`src/rtl/snake_pkg.sv`:
```
// Shared snake-game types: game state and speed encodings used by the control,
// clock-generation and game-logic blocks.
package snake_pkg;

    typedef enum logic [1:0] {
        RUN      = 2'b00,
        WAIT     = 2'b01,
        PAUSE    = 2'b10,
        END_GAME = 2'b11
    } GAME_STATE;

    typedef enum logic [1:0] {
        NORMAL_SPEED = 2'b00,
        FAST_SPEED   = 2'b01,
        SLOW_SPEED   = 2'b10
    } GAME_SPEED;

    // Speed-select button walks NORMAL -> FAST -> SLOW -> NORMAL.
    function automatic GAME_SPEED next_speed(input GAME_SPEED s);
        case (s)
            NORMAL_SPEED: next_speed = FAST_SPEED;
            FAST_SPEED:   next_speed = SLOW_SPEED;
            default:      next_speed = NORMAL_SPEED;
        endcase
    endfunction

endpackage

```
`src/rtl/btn_conditioner.sv`:
```
// One player button: 2-flop synchronizer, debounce counter and rising-edge
// detector producing a single-cycle press pulse.
module btn_conditioner #(
    parameter int DEBOUNCE_CYCLES = 200000
) (
    input  logic system_clk,
    input  logic nreset,
    input  logic btn_raw,
    output logic press_pulse
);

    localparam int CW = $clog2(DEBOUNCE_CYCLES) + 1;
    localparam logic [CW-1:0] CNT_LAST = CW'(DEBOUNCE_CYCLES - 1);

    logic [1:0]    sync;
    logic          level;
    logic          level_q;
    logic [CW-1:0] cnt;

    always_ff @(posedge system_clk or negedge nreset) begin
        if (!nreset) begin
            sync        <= 2'b00;
            level       <= 1'b0;
            level_q     <= 1'b0;
            cnt         <= '0;
            press_pulse <= 1'b0;
        end else begin
            sync        <= {sync[0], btn_raw};
            level_q     <= level;
            press_pulse <= level & ~level_q;
            // Any sample agreeing with the accepted level restarts the count.
            if (sync[1] == level) begin
                cnt <= '0;
            end else if (cnt == CNT_LAST) begin
                level <= sync[1];
                cnt   <= '0;
            end else begin
                cnt <= cnt + CW'(1);
            end
        end
    end

endmodule

```
`src/rtl/game_state_ctrl.sv`:
```
// Snake game top-level control: button conditioning plus the game FSM.
// Define GAME_STATE_CTRL_AUTO_RESTART_EN to leave END_GAME automatically.
module game_state_ctrl
    import snake_pkg::*;
#(
    parameter int          DEBOUNCE_CYCLES = 200000,
    parameter logic [23:0] END_HOLD_CYCLES = 24'd10000000
) (
    input  logic       system_clk,
    input  logic       nreset,
    input  logic       btn_start,
    input  logic       btn_pause,
    input  logic       btn_speed,
    input  logic       collision,
    input  logic       goal_reached,
    output logic [1:0] game_state,
    output logic [1:0] game_speed,
    output logic       restart_pulse,
    output logic       win
);

    logic start_press, pause_press, speed_press;

    btn_conditioner #(.DEBOUNCE_CYCLES(DEBOUNCE_CYCLES)) u_start (
        .system_clk (system_clk),
        .nreset     (nreset),
        .btn_raw    (btn_start),
        .press_pulse(start_press)
    );

    btn_conditioner #(.DEBOUNCE_CYCLES(DEBOUNCE_CYCLES)) u_pause (
        .system_clk (system_clk),
        .nreset     (nreset),
        .btn_raw    (btn_pause),
        .press_pulse(pause_press)
    );

    btn_conditioner #(.DEBOUNCE_CYCLES(DEBOUNCE_CYCLES)) u_speed (
        .system_clk (system_clk),
        .nreset     (nreset),
        .btn_raw    (btn_speed),
        .press_pulse(speed_press)
    );

    GAME_STATE state_q, state_d;
    GAME_SPEED speed_q, speed_d;
    logic      win_q, win_d;
    logic      rp_q, rp_d;
    logic      hold_done;

`ifdef GAME_STATE_CTRL_AUTO_RESTART_EN
    logic [23:0] hold_cnt;

    // Held at zero outside END_GAME so every entry starts a fresh dwell.
    always_ff @(posedge system_clk or negedge nreset) begin
        if (!nreset)
            hold_cnt <= '0;
        else if (state_q != END_GAME)
            hold_cnt <= '0;
        else if (!hold_done)
            hold_cnt <= hold_cnt + 24'd1;
    end

    assign hold_done = (state_q == END_GAME) && (hold_cnt == END_HOLD_CYCLES - 24'd1);
`else
    logic unused_hold;
    assign unused_hold = ^END_HOLD_CYCLES;
    assign hold_done   = 1'b0;
`endif

    always_ff @(posedge system_clk or negedge nreset) begin
        if (!nreset) begin
            state_q <= WAIT;
            speed_q <= NORMAL_SPEED;
            win_q   <= 1'b0;
            rp_q    <= 1'b0;
        end else begin
            state_q <= state_d;
            speed_q <= speed_d;
            win_q   <= win_d;
            rp_q    <= rp_d;
        end
    end

    always_comb begin
        state_d = state_q;
        speed_d = speed_q;
        win_d   = win_q;
        rp_d    = 1'b0;
        case (state_q)
            WAIT: begin
                if (speed_press) speed_d = next_speed(speed_q);
                if (start_press) state_d = RUN;
            end
            RUN: begin
                // Losing outranks winning, and both outrank a pause.
                if (collision) begin
                    state_d = END_GAME;
                    win_d   = 1'b0;
                end else if (goal_reached) begin
                    state_d = END_GAME;
                    win_d   = 1'b1;
                end else if (pause_press) begin
                    state_d = PAUSE;
                end
            end
            PAUSE: begin
                if (pause_press || start_press) state_d = RUN;
            end
            END_GAME: begin
                if (start_press || hold_done) begin
                    state_d = WAIT;
                    rp_d    = 1'b1;
                    win_d   = 1'b0;
                end
            end
            default: state_d = WAIT;
        endcase
    end

    assign game_state    = state_q;
    assign game_speed    = speed_q;
    assign restart_pulse = rp_q;
    assign win           = win_q;

endmodule

```
`config.mk`:
```
export PLATFORM = sky130hd
export DESIGN_NAME = game_state_ctrl
export DESIGN_NICKNAME = d
export VERILOG_FILES = /design/src/rtl/snake_pkg.sv /design/src/rtl/btn_conditioner.sv /design/src/rtl/game_state_ctrl.sv
export SDC_FILE = /design/constraint.sdc
export NUM_CORES = 1
export LEC_CHECK = 0
export BUFFER_PORTS_ARGS = -buffer_cell sky130_fd_sc_hd__clkbuf_2
export CORE_AREA = 10 10 71 117
export CTS_CLUSTER_DIAMETER = 100
export DETAILED_ROUTE_END_ITERATION = 8
export DIE_AREA = 0 0 81 127
export PLACE_DENSITY = 0.83
export SLEW_MARGIN = 10
export SYNTH_ARGS = -nofsm -noshare
export SYNTH_HDL_FRONTEND = slang
export SYNTH_HIERARCHICAL = 1
export SYNTH_SLANG_ARGS = --single-unit
```
`constraint.sdc`:
```
create_clock -name system_clk -period 2 [get_ports system_clk]
set_input_delay 0.2 -clock system_clk [delete_from_list [all_inputs] [get_ports system_clk]]
set_output_delay 0.2 -clock system_clk [all_outputs]
set_load 0.005 [all_outputs]
```
==> flow_summary.ini <==
[timing]
fin_crit_sh_pct = 90.8
grt_setup_unrepaired = no
hold_violations = 0
fin_setup_tns_ps = 0
fin_crit_ps = 1820
slew_headroom_pct = 65.0
finalSetupViolCount = 0
slew_viol_final = 0
worstMarginPinSlew_ps = 524
fmax_mhz = 550
finClkSkew_ps = 6.72

[critical_path]
path_cells = nand4_4 > or4_4 > or3_1 > a21oi_1
cp_top_family = simple AND/OR/NAND/NOR gates
worst_setup_path_start_kind = flip-flop
crit_type = flip-flop to flip-flop
critical_path.endpoint_type = flip-flop
critPathRequiredTime_ps = 2260
crit_cells = 4
crit_arrival_ps = 2080
worst-path-buf-inv = 0
worstRegToRegCells = 4
r2r_slack_ps = 180
r2r-start = u_pause/cnt[4]
cp_slowest_cell = or4_4
slowest_delay_ps = 590
cp_max_fo = 9
r2r-end = u_pause/cnt[17]

[clocking]
cts_htree_levels = 3
cts-buffers-inserted = 9
cts_tree = built
numClockSinks = 78
path_clk_slew_ps = 60
cts_setup_buffers = 0
cts_root_buf = clkbuf_16
cts_max_path_buffers = 2
insertion_delay_ps = 340

[floorplan]
core.rowCount = 39
fp.dieH_um = 127
ioPinCount = 13
coreArea_um2 = 6440
start_util_pct = 56.9
design.die.area_um2 = 10300
die_w_um = 81

[synthesis]
yosys_warnings = 6
postSynth.asyncResetShare_pct = 100
ys_types = 32
yosys_register_bits = 78
ys_seq_area_share_pct = 53.3
ys.flop_type = dfrtp_1
synth.avg_cell_area_um2 = 10.4
synth-edff-count = 0
netlist_instances = 351
netlist_area_um2 = 3670
synth_nets = 366

[drt]
drt-initial-drc-count = 166
wl_per_cell_um = 15.6
ant_nets = 0
first_pass_iters = 5
routed_wl_mm = 7.21
drc = 0
num_vias = 2733
routed_via_density = 5.90

[power_and_ir_drop]
p_leak_nw = 1.82
ir_worst_vdd_mv = 0.798
power.density_nw_per_um2 = 843

[grt]
grt_use_total_pct = 15.4
grt_overflow = 0
grt_first_pass_wirelength_mm = 12.5
grt_pass1_vias = 2885
grt_max_degree = 42
antenna_found_initial = 0

[min_path]
hp-class = input pin to flip-flop
holdPathEnd = win
min_from = collision
hold_depth = 3

[placement]
finalWeightedCongestion = 0.969
port_buffers = 12
dp_cells = 443
hpwl_mm = 5.11

[cells_and_area]
final_cells = 463
antenna_cells = 0
fin_nets = 391
syn_to_final_growth_pct = 14.3
finish.utilization_pct = 65.0
drive_gt1_share_pct = 12.6

[run_status]
outcome = finished clean

[job]
drv_cap = 0
==> synth_stat cells (all sizes together) (4+ instances only) <==
master / instances / area [um^2]
mux2: 5 / 56.3
nor3: 7 / 35.0
nand3: 9 / 45.0
buf: 6 / 30.0
ha: 8 / 100
nor4: 24 / 150
and3: 6 / 37.5
inv: 14 / 52.6
o21ai: 6 / 30.0
nor2: 66 / 248
xnor2: 30 / 263
nand2: 14 / 52.6
xor2: 18 / 158
dfrtp: 77 / 1930
nand4: 30 / 233
a21oi: 4 / 20.0
==> registers in the layout, indices dropped and copies added, names as in the netlist, 2 cells and up <==
register / flops
game_state: 2
u_start/cnt: 19
u_start/sync: 2
game_speed: 2
u_pause/cnt: 19
u_speed/sync: 2
u_speed/cnt: 19
u_pause/sync: 2
==> placed cells by master, fill, tap and decap left out, types with 4 or more instances in the layout <==
cell type and count:
nand3_1 9, nand4_1 27, nor3_1 6, dfrtp_1 77
clkbuf_16 9, xnor2_1 30, ha_1 8, nor2_1 65
xor2_1 18, dlygate4sd3_1 4, buf_4 7, clkbuf_2 11
nor4_1 24, o21ai_0 6, inv_1 14, a21oi_1 4
nand2_1 14, and3_1 6
==> stage by stage <==
step	power (mW)	hold WS, ps	setup slack [ps]	cell area (um^2)
2_1_floorplan	1.89	-95.6	304	3670
3_3_place_gp	2.01	209	257	3850
3_5_place_dp	2.03	221	203	3850
4_1_cts	3.57	182	139	4180
5_1_grt	3.69	229	40.2	4190
6_report	3.53	190	183	4190
==> layer usage <==
metal	up-vias	global-route usage (%)	share of wire, %
met3	37	4.56	4.8
met1	1308	15.5	38
li1	1284	-	-
met2	104	25.4	53
met5	-	0	0
met4	0	12.1	4.3
==> worst max path at each step <==
stage	from	to	slack (ps)
final	u_pause/cnt[4]	u_pause/cnt[17]	180
after floorplan	u_pause/cnt[4]	u_pause/cnt[17]	300
after global routing	u_pause/cnt[1]	u_pause/cnt[18]	40
after global placement	u_speed/cnt[4]	u_speed/cnt[17]	260
after CTS	u_start/cnt[0]	u_start/cnt[18]	140
after detailed placement	u_pause/cnt[4]	u_pause/cnt[17]	200
==> tightest hold or removal path: cells and delay by family <==
family                 cells  cell delay [ps]
AO/OA/AOI/OAI              1               90
buffers and inverters      1               80
AND/OR/NAND/NOR            1              110
==> power by group <==
part           internal, mW  switching [mW]
Combinational         0.146           0.171
Sequential             1.63          0.0524
Clock                 0.904           0.623
Total                  2.68           0.847
==> cell type report <==
| type | instances | area (um^2) |
|---|---|---|
| Fill cell | 513 | 2250 |
| Sequential cell | 78 | 1950 |
| Multi-Input combinational cell | 250 | 1630 |
| Clock buffer | 11 | 253 |
| Timing Repair Buffer | 23 | 168 |
| Tap cell | 82 | 103 |
| Inverter | 14 | 52.6 |
| Clock inverter | 5 | 33.8 |
==> timing repair <==
action,CTS,global route
resized for setup,0,2
setup endpoints to repair,0,1
hold buffers,4,0
endpoints found under the hold margin,42,0
==> cell families (layout without fill, tap and decap cells) <==
family	count (synthesis)	in the layout	synth area share (%)
simple gates	171	171	25.0
fa+ha+maj	8	8	2.73
buf+inv	23	53	2.56
mux	6	6	1.81
xor+xnor	48	48	11.5
compound gates	17	17	3.14
flops	78	78	53.3
No activity file was read; power rests on OpenSTA's default activity.
